$ cat src/rtl/add_bist_pkg.sv
// add_bist_pkg
// Shared definitions for the 2-bit adder sweep controller:
//   - W_DEFAULT : default operand width of the adder block under test
//   - state_t   : sweep controller states
//   - vec_width : width of the vector index {a, b, sel}
//   - err_width : width of the saturating error counter
package add_bist_pkg;

  localparam int W_DEFAULT = 2;

  typedef enum logic [1:0] {
    S_IDLE   = 2'd0,
    S_DRIVE  = 2'd1,
    S_SAMPLE = 2'd2,
    S_DONE   = 2'd3
  } state_t;

  function automatic int vec_width(input int w);
    return 2 * w + 1;
  endfunction

  function automatic int err_width(input int w);
    return 2 * w + 2;
  endfunction

endpackage

$ cat src/rtl/add_golden.sv
// add_golden
// Combinational reference adder used by self-checking blocks.
// Ports:
//   a_i, b_i   in  W  operands
//   exp_sum_o  out W  (a + b) mod 2^W
//   exp_ovf_o  out W  carry-out of a + b in bit 0, upper bits zero
module add_golden #(
  parameter int W = 2
) (
  input  logic [W-1:0] a_i,
  input  logic [W-1:0] b_i,
  output logic [W-1:0] exp_sum_o,
  output logic [W-1:0] exp_ovf_o
);

  logic [W:0] full_sum;

  always_comb begin
    full_sum     = {1'b0, a_i} + {1'b0, b_i};
    exp_sum_o    = full_sum[W-1:0];
    exp_ovf_o    = '0;
    exp_ovf_o[0] = full_sum[W];
  end

endmodule

$ cat src/rtl/add_bist.sv
// add_bist
// Sweep controller that drives every {a, b, sel} combination into the adder
// block, checks its responses against add_golden and reports the result.
// Ports:
//   clk, rst           clock, asynchronous active-high reset
//   start              begin a sweep (honoured only in IDLE or DONE)
//   in0_add, in1_add   registered operands to the adder block
//   sel                registered path select to the adder block
//   out0_add, out1_add adder block sum / overflow word
//   ok_add             adder block internal agreement flag
//   busy, done         sweep in progress / sweep finished (held)
//   pass               1 iff no vector failed (valid with done)
//   err_count          saturating count of failing vectors
//   first_fail         index of the first failing vector, 0 if none
module add_bist
  import add_bist_pkg::*;
#(
  parameter  int W  = W_DEFAULT,
  localparam int VW = vec_width(W),
  localparam int EW = err_width(W)
) (
  input  logic          clk,
  input  logic          rst,
  input  logic          start,
  output logic [W-1:0]  in0_add,
  output logic [W-1:0]  in1_add,
  output logic          sel,
  input  logic [W-1:0]  out0_add,
  input  logic [W-1:0]  out1_add,
  input  logic          ok_add,
  output logic          busy,
  output logic          done,
  output logic          pass,
  output logic [EW-1:0] err_count,
  output logic [VW-1:0] first_fail
);

  state_t        state_q, state_d;
  logic [VW-1:0] vec_q, vec_d;            // doubles as the stimulus register
  logic [EW-1:0] err_count_q, err_count_d;
  logic [VW-1:0] first_fail_q, first_fail_d;
  logic          fail_seen_q, fail_seen_d;
  logic          busy_q, busy_d;
  logic          done_q, done_d;
  logic          pass_q, pass_d;

  logic [W-1:0]  exp_sum, exp_ovf;
  logic          vec_fail;
  logic          vec_last;

  // Vector index layout is {a, b, sel}.
  add_golden #(.W(W)) u_golden (
    .a_i       (vec_q[VW-1:W+1]),
    .b_i       (vec_q[W:1]),
    .exp_sum_o (exp_sum),
    .exp_ovf_o (exp_ovf)
  );

  assign vec_fail = !ok_add || (out0_add != exp_sum) || (out1_add != exp_ovf);
  assign vec_last = &vec_q;

  always_ff @(posedge clk or posedge rst) begin
    if (rst) begin
      state_q      <= S_IDLE;
      vec_q        <= '0;
      err_count_q  <= '0;
      first_fail_q <= '0;
      fail_seen_q  <= 1'b0;
      busy_q       <= 1'b0;
      done_q       <= 1'b0;
      pass_q       <= 1'b0;
    end else begin
      state_q      <= state_d;
      vec_q        <= vec_d;
      err_count_q  <= err_count_d;
      first_fail_q <= first_fail_d;
      fail_seen_q  <= fail_seen_d;
      busy_q       <= busy_d;
      done_q       <= done_d;
      pass_q       <= pass_d;
    end
  end

  always_comb begin
    state_d      = state_q;
    vec_d        = vec_q;
    err_count_d  = err_count_q;
    first_fail_d = first_fail_q;
    fail_seen_d  = fail_seen_q;
    busy_d       = busy_q;
    done_d       = done_q;
    pass_d       = pass_q;

    case (state_q)
      S_IDLE, S_DONE: begin
        if (start) begin
          state_d      = S_DRIVE;
          vec_d        = '0;
          err_count_d  = '0;
          first_fail_d = '0;
          fail_seen_d  = 1'b0;
          busy_d       = 1'b1;
          done_d       = 1'b0;
          pass_d       = 1'b0;
        end
      end
      S_DRIVE: begin
        // Settle cycle: adder responses to the new stimulus are checked next.
        state_d = S_SAMPLE;
      end
      S_SAMPLE: begin
        if (vec_fail) begin
          if (err_count_q != '1) begin
            err_count_d = err_count_q + 1'b1;
          end
          if (!fail_seen_q) begin
            first_fail_d = vec_q;
            fail_seen_d  = 1'b1;
          end
        end
        if (vec_last) begin
          // Stimulus stays on the last vector while results are held.
          state_d = S_DONE;
          busy_d  = 1'b0;
          done_d  = 1'b1;
          pass_d  = (err_count_d == '0);
        end else begin
          vec_d   = vec_q + 1'b1;
          state_d = S_DRIVE;
        end
      end
      default: state_d = S_IDLE;
    endcase
  end

  assign in0_add    = vec_q[VW-1:W+1];
  assign in1_add    = vec_q[W:1];
  assign sel        = vec_q[0];
  assign busy       = busy_q;
  assign done       = done_q;
  assign pass       = pass_q;
  assign err_count  = err_count_q;
  assign first_fail = first_fail_q;

endmodule
$ cat config.mk
export PLATFORM = sky130hd
export DESIGN_NAME = add_bist
export DESIGN_NICKNAME = d
export VERILOG_FILES = /design/src/rtl/add_bist_pkg.sv /design/src/rtl/add_golden.sv /design/src/rtl/add_bist.sv
export SDC_FILE = /design/constraint.sdc
export NUM_CORES = 1
export LEC_CHECK = 0
export ABC_AREA = 1
export CORE_MARGIN = 10
export CORE_UTILIZATION = 35
export CTS_CLUSTER_SIZE = 40
export DETAILED_ROUTE_END_ITERATION = 7
export PLACE_DENSITY = 0.58
export SYNTH_ARGS = -nofsm -noshare
export SYNTH_HDL_FRONTEND = slang
export SYNTH_SLANG_ARGS = --single-unit
$ cat constraint.sdc
create_clock -name clk -period 1.9 [get_ports clk]
set_input_delay 0.38 -clock clk [delete_from_list [all_inputs] [get_ports clk]]
set_output_delay 0.38 -clock clk [all_outputs]
set_load 0.05 [all_outputs]
# Word-level counts from Yosys, hierarchy flattened

Index checks and enable logic that the tools add are counted.

Muxes and demuxes: 24
Divide/modulo/power cells: 0
Bitwise logic cells: 0
Eq/ne operators: 11
Reduce and logical (&&, ||, !) cells: 13
Shift-type cells: 0
Magnitude comparators: 0
Add/subtract/negate cells: 3
Multiply operators: 0

Operator list:

| operator              | number |
|---|---|
| $mux W6               | 4 |
| $mux W5               | 4 |
| $pmux W5 S2           | 2 |
| $pmux W6 S2           | 1 |
| $ne A2 B2 Y1 const B  | 5 |
| $reduce_and A3 Y1     | 3 |
| $pmux W1 S2           | 4 |
| $add A6 B1 Y6 const B | 1 |
| $logic_not A6 Y1      | 1 |
| $mux W1               | 6 |
| $ne A6 B6 Y1 const B  | 1 |
| $pmux W2 S3           | 1 |
| $add A5 B1 Y5 const B | 1 |
| $reduce_and A5 Y1     | 1 |
| $eq A2 B2 Y1 const B  | 2 |
| $mux W2               | 2 |
| $reduce_and A4 Y1     | 1 |
| $add A2 B2 Y3         | 1 |
| $eq A2 B1 Y1 const B  | 1 |
| $logic_not A2 Y1      | 1 |
| $logic_or A1 B1 Y1    | 2 |
| $ne A2 B1 Y1          | 1 |
| $ne A2 B2 Y1          | 1 |
| $reduce_and A2 Y1     | 1 |
| other kinds (3)       | 3 |

Memories: 0
Memory bits (writable): 0
Memory bits (read-only): 0
Input bits: 8
Output and inout port bits: 19
Word-level logic and storage cells: 59
Bits in registers: 22
Bits in latches: 0

# Logic depth before layout (Yosys ltp)

Gate-level depths: netlist of the first run.

Word-level depth: 9
Gate-level depth with buffers: 14
Mapped depth without buffers: 14

# Hierarchy

A second synthesis of the first run with hierarchy kept.

Cell total of the unflattened synthesis: 182
Area total of the unflattened synthesis: 1,378.8 µm²

Modules (own cells, without submodules):

| module     | times used | cells an instance | sequential area each (µm²) | area each (µm²) |
|---|---|---|---|---|
| add_bist   | 1          | 173               | 550.5                      | 1,316.3 |
| add_golden | 1          | 9                 | 0.0                        | 62.6 |

# Worst setup path before layout of the first run

No wires, ideal clock.

Path type: reg-to-reg
Start point: register vec_q[1]
End point: register first_fail_q[3] (netlist: first_fail[3])
Period minus slack after synthesis: 2,218 ps
Arrival time: 2,095 ps
Required time: 1,777 ps
Stages on the path, launching flop included: 13
Buffers on the path: 0
Path slack: -318 ps
Setup time: 123 ps
Cells stage by stage: dfrtp_1 > ha_1 > fa_1 > inv_1 > nand2_1 > nand2_1 > nor2_4 > nand2_4 > inv_2 > o21ai_4 > nand2_2 > nand2_1 > o21ai_1

Cells in the longest elaborated chain, start to end: 6
Elaborated cells between the ends (all ways): 7
Classes of those cells: add/sub (1); eq/ne (3); reduce/logical (3)

Ends and longest elaborated chain:

| item                                 | RTL line         | text |
|---|---|---|
| from (decl)                          | add_bist.sv:39   | `logic [VW-1:0] vec_q, vec_d;` |
| from (signal assigned)               | add_bist.sv:74   | `vec_q <= vec_d;` |
| $add A2 B2 Y3 *                      | add_golden.sv:19 | `full_sum = {1'b0, a_i} + {1'b0, b_i};` |
| $ne A2 B2 Y1                         | add_bist.sv:59   | `assign vec_fail = !ok_add \|\| (out0_add != exp_sum) \|\| (out1_add != exp_ovf);` |
| $logic_or A1 B1 Y1                   | add_bist.sv:59   |  |
| $logic_or A1 B1 Y1 *                 | add_bist.sv:59   |  |
| $ne A2 B2 Y1 (no source line) *      | --               |  |
| $reduce_and A4 Y1 (no source line) * | --               |  |
| to (signal assigned)                 | add_bist.sv:76   | `first_fail_q <= first_fail_d;` |
| to (decl)                            | add_bist.sv:41   | `logic [VW-1:0] first_fail_q, first_fail_d;` |

Mark *: on every way between the ends. The rest lies on a longest branch, timed or not.
A chain may end at the register's enable or synchronous reset.

# Worst setup path after layout of the first run

Start point: register vec_q[1]
End point: register pass_q (netlist: pass)

Cells in the longest elaborated chain, start to end: 9
Elaborated cells between the ends (all ways): 13
Classes of those cells: add/sub (1); eq/ne (3); mux (4); reduce/logical (5)

Ends and longest elaborated chain:

| item                             | RTL line         | text |
|---|---|---|
| $add A2 B2 Y3                    | add_golden.sv:19 |  |
| $ne A2 B2 Y1                     | add_bist.sv:59   |  |
| $logic_or A1 B1 Y1 (2 in series) | add_bist.sv:59   |  |
| $mux W6                          | add_bist.sv:112  | `if (vec_fail) begin` |
| $mux W6                          | add_bist.sv:94   | `case (state_q)` |
| $logic_not A6 Y1                 | add_bist.sv:126  | `pass_d = (err_count_d == '0);` |
| $mux W1                          | add_bist.sv:121  | `if (vec_last) begin` |
| $pmux W1 S2                      | add_bist.sv:94   |  |
| to (signal assigned)             | add_bist.sv:80   | `pass_q <= pass_d;` |
| to (decl)                        | add_bist.sv:45   | `logic pass_q, pass_d;` |

Parallel ways exist; a longest one is shown, timed or not. The select of a mux whose other input is x is not followed.

==> results.py, run 1 <==
metrics = {
    "outcome": {
        "status": "finished, violations left",
        "violations": "negative setup slack",
    },
    "synth": {
        "yosys-top-cells-count": "nand2_1 (52), inv_1 (23), dfrtp_1 (22), nand3_1 (16), o21ai_0 (9)",
        "synth_edf_count": 0,
        "muxShareOfSynthArea_pct": 0,
        "synthXorXnorAreaFrac_pct": 0,
        "synthAdderAreaFrac_pct": 7.71,
        "syn_area_per_cell_um2": 7.62,
        "synthTopCellsByArea": "dfrtp_1 (39%), nand2_1 (14%), ha_1 (6.3%)",
        "ys_ff_latch": 22,
        "syn_area_um2": 1400,
        "synth-main-ff-cell": "dfrtp_1",
        "syn-num-nets": 199,
        "synth_cell_types": 23,
        "synth-simple-area-share_pct": 33.0,
        "synth.most_common_cell": "nand2_1",
        "yosysTopAreaCellShare_pct": 39.5,
        "synth_top_family_by_area": "simple AND/OR/NAND/NOR gates",
        "synth_top_area_cell": "dfrtp_1",
        "synthCells": 183,
        "synth-compound-area-share_pct": 11.1,
        "ys_seq_area_share_pct": 39.5,
        "synth-warning-count": 0,
        "synth-async-reset-ratio_pct": 100,
    },
    "setup_path": {
        "cp-start-kind": "flop",
        "path_depth": 14,
        "path_cells": "ha_4, fa_1, inv_1, nand2_1, nand2_2, nor2_4, buf_4, nand3_1, nand2_1, inv_2, nand2_1, nor2_1, nand2_1, nand2_1",
        "reg2regPathDepth": 14,
        "path_buf_inv": 3,
        "r2r_end": "pass$_DFFE_PP0P_",
        "crit_top_cell": "nand2_1",
        "cp_data_arrival_time_ns": 2.22,
        "cp_slowest_cell": "fa_1",
        "path_class": "reg2reg",
        "crit_path_end_kind": "flop",
        "reg2reg_slack_ns": -0.16,
        "r2r-start": "vec_q[1]$_DFFE_PP0P_",
        "crit_family": "simple AND/OR/NAND/NOR gates",
        "worstSetupStartpoint": "vec_q[1]$_DFFE_PP0P_",
        "required_ns": 2.06,
        "crit_fanout": 5,
        "cpPeakStageDelay_ns": 0.49,
    },
    "cts": {
        "insertion_delay_ns": 0.26,
        "cts_tree": "built",
        "cts_made_buffers": 3,
        "cts_hold_buf": 0,
        "htree_levels": 1,
        "cts_max_path_buffers": 2,
        "cts_sinks": 22,
        "root_buffer": "clkbuf_8",
        "clk_pin_slew_ns": 0.08,
    },
    "sta": {
        "max-slew-margin-rel_pct": 77.2,
        "period_minus_slack_ns": 2.06,
        "rsz0062_at_grt": "yes",
        "finalMaxSlewViolations": 0,
        "fin_skew_ns": 0.00274,
        "hold_viol_final": 0,
        "fin_ws_ns": -0.159,
        "max_freq_mhz": 486,
        "tightest_slew_ns": 0.342,
        "post-route-period-util_pct": 108,
        "setup_viol": 10,
        "hold_ws_ns": 0.455,
    },
    "route": {
        "drc": 0,
        "via_count": 1318,
        "ant_nets": 0,
        "wl_per_cell_um": 13.1,
        "vias_per_cell": 4.81,
        "drt-initial-drc-count": 113,
        "wirelength_mm": 3.60,
        "first_pass_iters": 4,
    },
    "power": {
        "clockPowerShare_pct": 14.6,
        "internal_power_mw": 1.10,
        "netSwitchingFraction_pct": 46.5,
        "max-vdd-ir-drop_uv": 812,
        "power.density_nw_per_um2": 1080,
        "p_seq_share_pct": 29.7,
        "p_leak_nw": 0.964,
        "switching_power_mw": 0.953,
        "p_comb_share_pct": 55.7,
    },
    "place": {
        "gp_congestion": 0.886,
        "dpl.hpwl_mm": 2.85,
        "postPlaceCellArea_um2": 1760,
        "portBuffers": 26,
    },
    "finish": {
        "nets": 243,
        "drive_above_1_share_pct": 33.6,
        "antennaDiodeCount": 0,
        "postLayoutCoreUtil_pct": 50.5,
        "finalInstanceArea_um2": 1890,
        "area_growth_pct": 35.6,
    },
    "global_routing": {
        "grt_pass1_wl_mm": 6.03,
        "grt_start_max_net_pins": 23,
        "grt_usage_pct": 9.93,
        "grt_pass1_vias": 1279,
        "antenna_found_initial": 0,
        "grt_overflow": 0,
    },
    "floorplanning": {
        "die_y_um": 83.1,
        "die-area_um2": 6910,
        "core-area_um2": 3740,
        "io_pins": 27,
        "start_util_pct": 37.3,
        "num_rows": 22,
        "die_w_um": 83.1,
    },
    "worst_hold_path": {
        "worstHoldPathType": "in2async",
    },
    "run": {
        "drv_cap": 0,
    },
}
tightest hold or removal path: stages:
cell             delay, ns
clkdlybuf4s50_1       0.40
inv_1                 0.05
buf_4                 0.28
timing repair:
action                                  CTS  global route
endpoints found under the setup margin   12            14
setup buffers                             1             2
resized for setup                         6            13
pin swaps                                 2             2
metrics by stage:
stage | setup slack [ns] | std cells | power, mW | setup TNS [ns]
2_1_floorplan | -0.178 | 183 | 1.35 | -1.61
3_3_place_gp | -0.104 | 267 | 1.68 | -0.491
3_5_place_dp | -0.125 | 267 | 1.71 | -0.806
4_1_cts | -0.119 | 272 | 2.03 | -0.565
5_1_grt | -0.280 | 274 | 2.21 | -2.05
6_report | -0.159 | 274 | 2.05 | -0.623
layout make-up:
cell class	instances	area, um^2
Clock buffer	4	45.0
Sequential cell	22	553
Multi-Input combinational cell	130	792
Fill cell	382	1850
Timing Repair Buffer	41	333
Inverter	29	109
Tap cell	48	60.1
metal layers:
| layer | routed length, um | GRT usage (%) | up-vias |
|---|---|---|---|
| met5 | 0 | 0 | - |
| met4 | 72 | 3.23 | 0 |
| met3 | 159 | 1.46 | 8 |
| met2 | 1740 | 16.1 | 35 |
| met1 | 1620 | 13.1 | 607 |
| li1 | - | - | 668 |
sequential cells by signal, indices dropped and copies added (netlist names):
name,flops
first_fail,5
fail_seen_q,1
vec_q,5
err_count,6
done,1
pass,1
state_q,2
busy,1
kinds of logic after synthesis:
| group | after synthesis |
|---|---|
| buffers and inverters | 31 |
| adders and majority gates | 8 |
| DFF | 22 |
| and+or+nand+nor | 95 |
| AOI/OAI and AO/OA | 27 |
power groups by stage:
| stage | clock [mW] | combinational [mW] | sequential, mW |
|---|---|---|---|
| CTS | 0.306 | 1.12 | 0.610 |
| global placement | 0 | 1.06 | 0.610 |
| floorplan | 0 | 0.551 | 0.803 |
| finish | 0.300 | 1.14 | 0.608 |
| global route | 0.327 | 1.26 | 0.621 |
| detailed placement | 0 | 1.09 | 0.620 |
worst max-delay path by stage:
stage | to
after floorplan | pass$_DFFE_PP0P_
after global placement | pass$_DFFE_PP0P_
after detailed placement | pass$_DFFE_PP0P_
after CTS | pass$_DFFE_PP0P_
after global routing | pass$_DFFE_PP0P_
final | pass$_DFFE_PP0P_
placed cells by master (no fill, tap or decap), drive strengths merged, types with 2 or more instances in the layout:
master         Yosys  final
clkdlybuf4s50      0      7
o21ai             16     16
dfrtp             22     22
nor2              12     12
ha                 7      7
nand3             16     16
nor3               2      2
clkbuf             0      4
a21oi              5      5
inv               29     29
o22ai              5      5
nand2             62     62
nand4              2      2
buf                2     34
Power figures use the tool's default switching activity.
==> inputs of run 2 (changes only) <==
--- a/config.mk
+++ b/config.mk
@@ -6,11 +6,11 @@
 export NUM_CORES = 1
 export LEC_CHECK = 0
 export ABC_AREA = 1
-export CORE_MARGIN = 10
+export CORE_MARGIN = 1
 export CORE_UTILIZATION = 35
 export CTS_CLUSTER_SIZE = 40
 export DETAILED_ROUTE_END_ITERATION = 7
-export PLACE_DENSITY = 0.58
+export PLACE_DENSITY_LB_ADDON = 0.08
 export SYNTH_ARGS = -nofsm -noshare
 export SYNTH_HDL_FRONTEND = slang
 export SYNTH_SLANG_ARGS = --single-unit
==> run 2 against run 1 <==
  * The run still ends with negative setup slack left
  * Routed wire length fell by 9.0%
  * Sequential cell count is the same
  * Cell count is 0.73% higher
  * Critical path type unchanged
  * Highest routed layer unchanged
==> results.py, run 2 (synthesis results as in run 1) <==
metrics = {
    "setup_path": {
        "crit_fanout": 4,
        "path_buf_inv": 3,
        "path_cells": "ha_4, fa_1, inv_1, nand2_1, nand2_2, nor2_4, buf_6, nand3_1, nand2_1, inv_2, nand2_1, nor2_1, nand2_1, nand2_1",
        "cp_data_arrival_time_ns": 2.23,
        "crit_family": "simple AND/OR/NAND/NOR gates",
        "path_class": "reg2reg",
        "cp-start-kind": "flop",
        "crit_path_end_kind": "flop",
        "r2r-start": "vec_q[1]$_DFFE_PP0P_",
        "cp_slowest_cell": "fa_1",
        "worstSetupStartpoint": "vec_q[1]$_DFFE_PP0P_",
        "crit_top_cell": "nand2_1",
        "required_ns": 2.06,
        "cpPeakStageDelay_ns": 0.50,
    },
    "place": {
        "gp_congestion": 0.885,
        "dp_cells": 269,
        "portBuffers": 26,
        "dp_slack_ns": -0.146,
        "dpl.hpwl_mm": 2.45,
    },
    "finish": {
        "area_growth_pct": 39.5,
        "finalNonFillerCells": 276,
        "nets": 245,
        "multi_input_area_um2": 797,
        "final_common_cell": "nand2_1",
        "antennaDiodeCount": 0,
        "drive_above_1_share_pct": 35.1,
        "largest_reg_flops": 6,
        "postLayoutCoreUtil_pct": 52.0,
        "layout_common_cells": "nand2_1 (46), buf_4 (31), inv_1 (21)",
        "ff_latch_area_um2": 553,
        "fill_cells": 373,
    },
    "power": {
        "max-vdd-ir-drop_uv": 818,
        "total_power_mw": 2.20,
        "p_leak_nw": 0.978,
        "power.density_nw_per_um2": 1130,
    },
    "sta": {
        "post-route-period-util_pct": 109,
        "period_minus_slack_ns": 2.07,
        "rsz0062_at_grt": "yes",
        "fin_skew_ns": 0.00310,
        "setup_viol": 13,
        "max_freq_mhz": 483,
        "hold_viol_final": 0,
        "max-slew-margin-rel_pct": 66.8,
        "finalMaxSlewViolations": 0,
        "setup-tns-final_ns": -0.963,
        "fin_ws_ns": -0.172,
        "tightest_slew_ns": 0.497,
    },
    "cts": {
        "cts_made_buffers": 3,
        "root_buffer": "clkbuf_8",
        "insertion_delay_ns": 0.26,
        "htree_levels": 1,
        "clk_pin_slew_ns": 0.08,
        "cts_max_path_buffers": 2,
        "cts_sinks": 22,
        "cts_tree": "built",
    },
    "route": {
        "wirelength_mm": 3.27,
        "drc": 0,
        "drt-initial-drc-count": 56,
        "vias_per_cell": 4.79,
        "ant_nets": 0,
        "first_pass_iters": 4,
        "wl_per_cell_um": 11.9,
        "via_count": 1321,
    },
    "floorplanning": {
        "core-area_um2": 3740,
        "num_rows": 22,
        "die-area_um2": 4240,
        "start_util_pct": 37.3,
        "io_pins": 27,
        "die_w_um": 65.1,
        "die_y_um": 65.1,
    },
    "run": {
        "drv_cap": 0,
    },
    "global_routing": {
        "grt_usage_pct": 16.9,
        "grt_pass1_wl_mm": 5.61,
        "antenna_found_initial": 0,
        "grt_overflow": 0,
        "grt_start_max_net_pins": 23,
        "grt_pass1_vias": 1266,
    },
    "outcome": {
        "violations": "negative setup slack",
        "status": "finished, violations left",
    },
    "worst_hold_path": {
        "worstHoldPathType": "in2async",
    },
}
run 2: cell count changes in the layout (fill, tap and decap cells not counted), moves of 2 or more:
cell / change
nand2_2: +2
ha_1: -2
clkdlybuf4s50_1: +3
ha_2: +2
run 2: final cells by class:
class                   instances  area share, %
well taps                      48           3.09
inverters                      29           5.59
clock buffers                   3           2.12
multi-input cells             130           41.0
flip-flops and latches         22           28.4
clock inverters                 1           1.54
repair buffers                 43           18.3
run 2: final timing paths:
| kind | to | slack, ns | depth (start not counted) |
|---|---|---|---|
| max in group asynchronous | vec_q[1]$_DFFE_PP0P_ | 1.21 | 3 |
| hold reg to reg | busy$_DFFE_PP0P_ | 0.49 | 2 |
| setup / recovery | pass$_DFFE_PP0P_ | -0.17 | 14 |
| setup reg to reg | pass$_DFFE_PP0P_ | -0.17 | 14 |
| min in group clk | busy$_DFFE_PP0P_ | 0.49 | 2 |
| hold / removal | state_q[1]$_DFFE_PP0P_ | 0.44 | 3 |
run 2: per-layer routing:
| layer | wire (um) | part of all wire, % | vias up | track usage, % |
|---|---|---|---|---|
| met4 | 29 | 0.89 | 0 | 5.16 |
| li1 | - | - | 672 | - |
| met2 | 1450 | 44 | 34 | 25.5 |
| met1 | 1640 | 50 | 611 | 24.9 |
| met3 | 153 | 4.7 | 4 | 2.26 |
| met5 | 0 | 0 | - | 0 |
run 2: tightest hold or removal path, cell delays in order:
cell	delay, ns
clkdlybuf4s50_1	0.39
inv_1	0.05
buf_4	0.28
run 2: repair_timing:
action	in CTS	in global routing
endpoints found under the setup margin	13	15
pin swaps	3	4
buffers inserted	1	2
gates resized for setup	8	15
hold buffers	0	0
run 2: metrics by stage:
step | area, um^2 | hold slack [ns]
after floorplan | 1410 | 0.369
after global placement | 1790 | 0.464
after detailed placement | 1790 | 0.464
after CTS | 1890 | 0.457
after global routing | 1950 | 0.485
final | 1950 | 0.445
run 2: report_power, final:
| group | internal, mW | switching [mW] | total, mW | leakage [nW] |
|---|---|---|---|---|
| registers | 0.549 | 0.0683 | 0.617 | 0.295 |
| logic | 0.411 | 0.734 | 1.14 | 0.647 |
| clock network | 0.281 | 0.159 | 0.441 | 0.0357 |
==> inputs of run 3 (changes only) <==
--- a/config.mk
+++ b/config.mk
@@ -6,6 +6,7 @@
 export NUM_CORES = 1
 export LEC_CHECK = 0
 export ABC_AREA = 1
+export CORE_ASPECT_RATIO = 0.6
 export CORE_MARGIN = 1
 export CORE_UTILIZATION = 35
 export CTS_CLUSTER_SIZE = 40
==> run 3 against run 2 <==
  * The flow still finishes with violations (negative setup slack)
  * Cell area down 3.0%
  * Critical path depth did not move
  * Routed wire length grew 5.7%
  * Utilization down 1.6 points
  * Via count increased by 0.61%
  * Sequential power fell by 2%
  * Total power down 7.0%
  * Worst hold slack better by 0.0039 ns
  * Combinational power about the same
  * Setup slack better by 0.0066 ns
  * Sequential share of layout area grew 0.89 points
==> results.py, run 3 (synthesis results as in run 1) <==
metrics = {
    "global_routing": {
        "antenna_found_initial": 0,
        "grt_pass1_vias": 1262,
        "grt_start_max_net_pins": 23,
        "grt_usage_pct": 17.7,
        "grt_pass1_wl_mm": 5.99,
        "grt_overflow": 0,
    },
    "setup_path": {
        "crit_top_cell": "nand2_1",
        "cp_data_arrival_time_ns": 2.22,
        "crit_fanout": 6,
        "path_class": "reg2reg",
        "required_ns": 2.05,
        "cpPeakStageDelay_ns": 0.49,
        "cp-start-kind": "flop",
        "path_cells": "ha_4, fa_1, inv_1, nand2_1, nand2_2, nor2_4, buf_4, nand3_1, nand2_1, inv_2, nand2_2, nor2_2, nand2_1, nand2_1",
        "crit_family": "simple AND/OR/NAND/NOR gates",
        "crit_path_end_kind": "flop",
        "path_buf_inv": 3,
        "r2r-start": "vec_q[1]$_DFFE_PP0P_",
        "path_depth": 14,
        "reg2regPathDepth": 14,
        "cp_slowest_cell": "fa_1",
        "worstSetupStartpoint": "vec_q[1]$_DFFE_PP0P_",
        "r2r_end": "pass$_DFFE_PP0P_",
        "reg2reg_slack_ns": -0.17,
    },
    "route": {
        "vias_per_cell": 4.83,
        "top_layer": "met4",
        "ant_nets": 0,
        "drc": 0,
        "wl_met1_mm": 1.97,
        "drt-initial-drc-count": 38,
        "via_count": 1329,
        "first_pass_iters": 4,
        "wl_per_cell_um": 12.6,
        "wl_met2_mm": 1.35,
        "wl_met3_um": 131,
        "wirelength_mm": 3.46,
    },
    "run": {
        "drv_cap": 0,
    },
    "sta": {
        "post-route-period-util_pct": 109,
        "setup_viol": 13,
        "tightest_slew_ns": 0.503,
        "hold_ws_ns": 0.449,
        "hold_viol_final": 0,
        "rsz0062_at_grt": "yes",
        "max_freq_mhz": 484,
        "finalMaxSlewViolations": 0,
        "fin_skew_ns": 0.00698,
        "max-slew-margin-rel_pct": 66.3,
        "fin_ws_ns": -0.165,
        "period_minus_slack_ns": 2.07,
    },
    "finish": {
        "layout_common_cells": "nand2_1 (49), buf_4 (33), inv_1 (22)",
        "fill_cells": 380,
        "largest_reg_flops": 6,
        "drive_above_1_share_pct": 30.7,
        "antennaDiodeCount": 0,
        "nets": 245,
        "multi_input_area_um2": 773,
        "area_growth_pct": 35.2,
        "final_common_cell": "nand2_1",
        "ff_latch_area_um2": 553,
    },
    "place": {
        "dpl.hpwl_mm": 2.75,
        "portBuffers": 26,
        "gp_congestion": 0.855,
    },
    "outcome": {
        "status": "finished, violations left",
        "violations": "negative setup slack",
    },
    "power": {
        "p_leak_nw": 0.956,
        "total_power_mw": 2.05,
        "power.density_nw_per_um2": 1090,
        "max-vdd-ir-drop_uv": 698,
    },
    "cts": {
        "cts_sinks": 22,
        "cts_hold_buf": 0,
        "htree_levels": 1,
        "clk_pin_slew_ns": 0.08,
        "insertion_delay_ns": 0.26,
        "root_buffer": "clkbuf_8",
        "cts_made_buffers": 3,
        "cts_max_path_buffers": 2,
        "cts_tree": "built",
    },
    "floorplanning": {
        "die_w_um": 83.5,
        "die_y_um": 50.9,
        "core-area_um2": 3740,
        "num_rows": 17,
        "io_pins": 27,
        "die-area_um2": 4250,
        "start_util_pct": 37.3,
    },
    "worst_hold_path": {
        "worstHoldPathType": "in2async",
    },
}
==> run 3: cell types whose count changed in the layout (fill, tap and decap cells not counted), moves of 2 or more <==
| cell | change |
|---|---|
| o21ai_2 | -3 |
| buf_4 | +2 |
| nand2_2 | -3 |
| nand2_1 | +3 |
| buf_6 | -2 |
| o21ai_1 | +2 |
==> run 3: where the power goes <==
part	leakage [nW]	internal, mW	switching [mW]	total [mW]
sequential	0.295	0.549	0.0565	0.606
clock	0.0228	0.149	0.146	0.295
combinational	0.639	0.408	0.738	1.15
total	0.956	1.11	0.941	2.05
==> run 3: final cells by class <==
cell class | count | share of cell area [%]
well taps | 47 | 3.12
clock buffers | 4 | 2.39
inverters | 29 | 5.77
multi-input cells | 130 | 41.0
flip-flops and latches | 22 | 29.3
repair buffers | 43 | 18.4
==> run 3: worst max path at each step <==
stage	to	slack [ns]
global placement	pass$_DFFE_PP0P_	-0.14
global route	pass$_DFFE_PP0P_	-0.30
detailed placement	pass$_DFFE_PP0P_	-0.17
finish	pass$_DFFE_PP0P_	-0.17
floorplan	pass$_DFFE_PP0P_	-0.18
CTS	pass$_DFFE_PP0P_	-0.14
==> run 3: repair_timing <==
item | CTS | global route
setup endpoints to repair | 13 | 16
pin swaps | 2 | 2
setup buffers | 1 | 1
hold endpoints to repair | 0 | 0
resized for setup | 6 | 5
==> run 3: through the flow <==
step / instances / utilization [%] / setup slack [ns] / setup TNS, ns / cell area, um^2
global placement: 269 / 47.9 / -0.139 / -0.808 / 1790
floorplan: 183 / - / -0.178 / -1.61 / 1410
CTS: 274 / 49.8 / -0.141 / -0.939 / 1860
detailed placement: 269 / 47.9 / -0.169 / -1.15 / 1790
finish: 275 / 50.4 / -0.165 / -1.34 / 1890
global route: 275 / 50.4 / -0.297 / -2.86 / 1890
==> run 3: per-layer routing <==
metal,vias to the layer above,GRT usage [%]
li1,674,-
met1,626,26.8
met2,27,26.1
met3,2,3.55
met4,0,3.67
met5,-,0
==> run 3: tightest hold or removal path, cell delays in order <==
cell             delay [ns]
clkdlybuf4s50_1        0.40
inv_1                  0.05
buf_4                  0.28
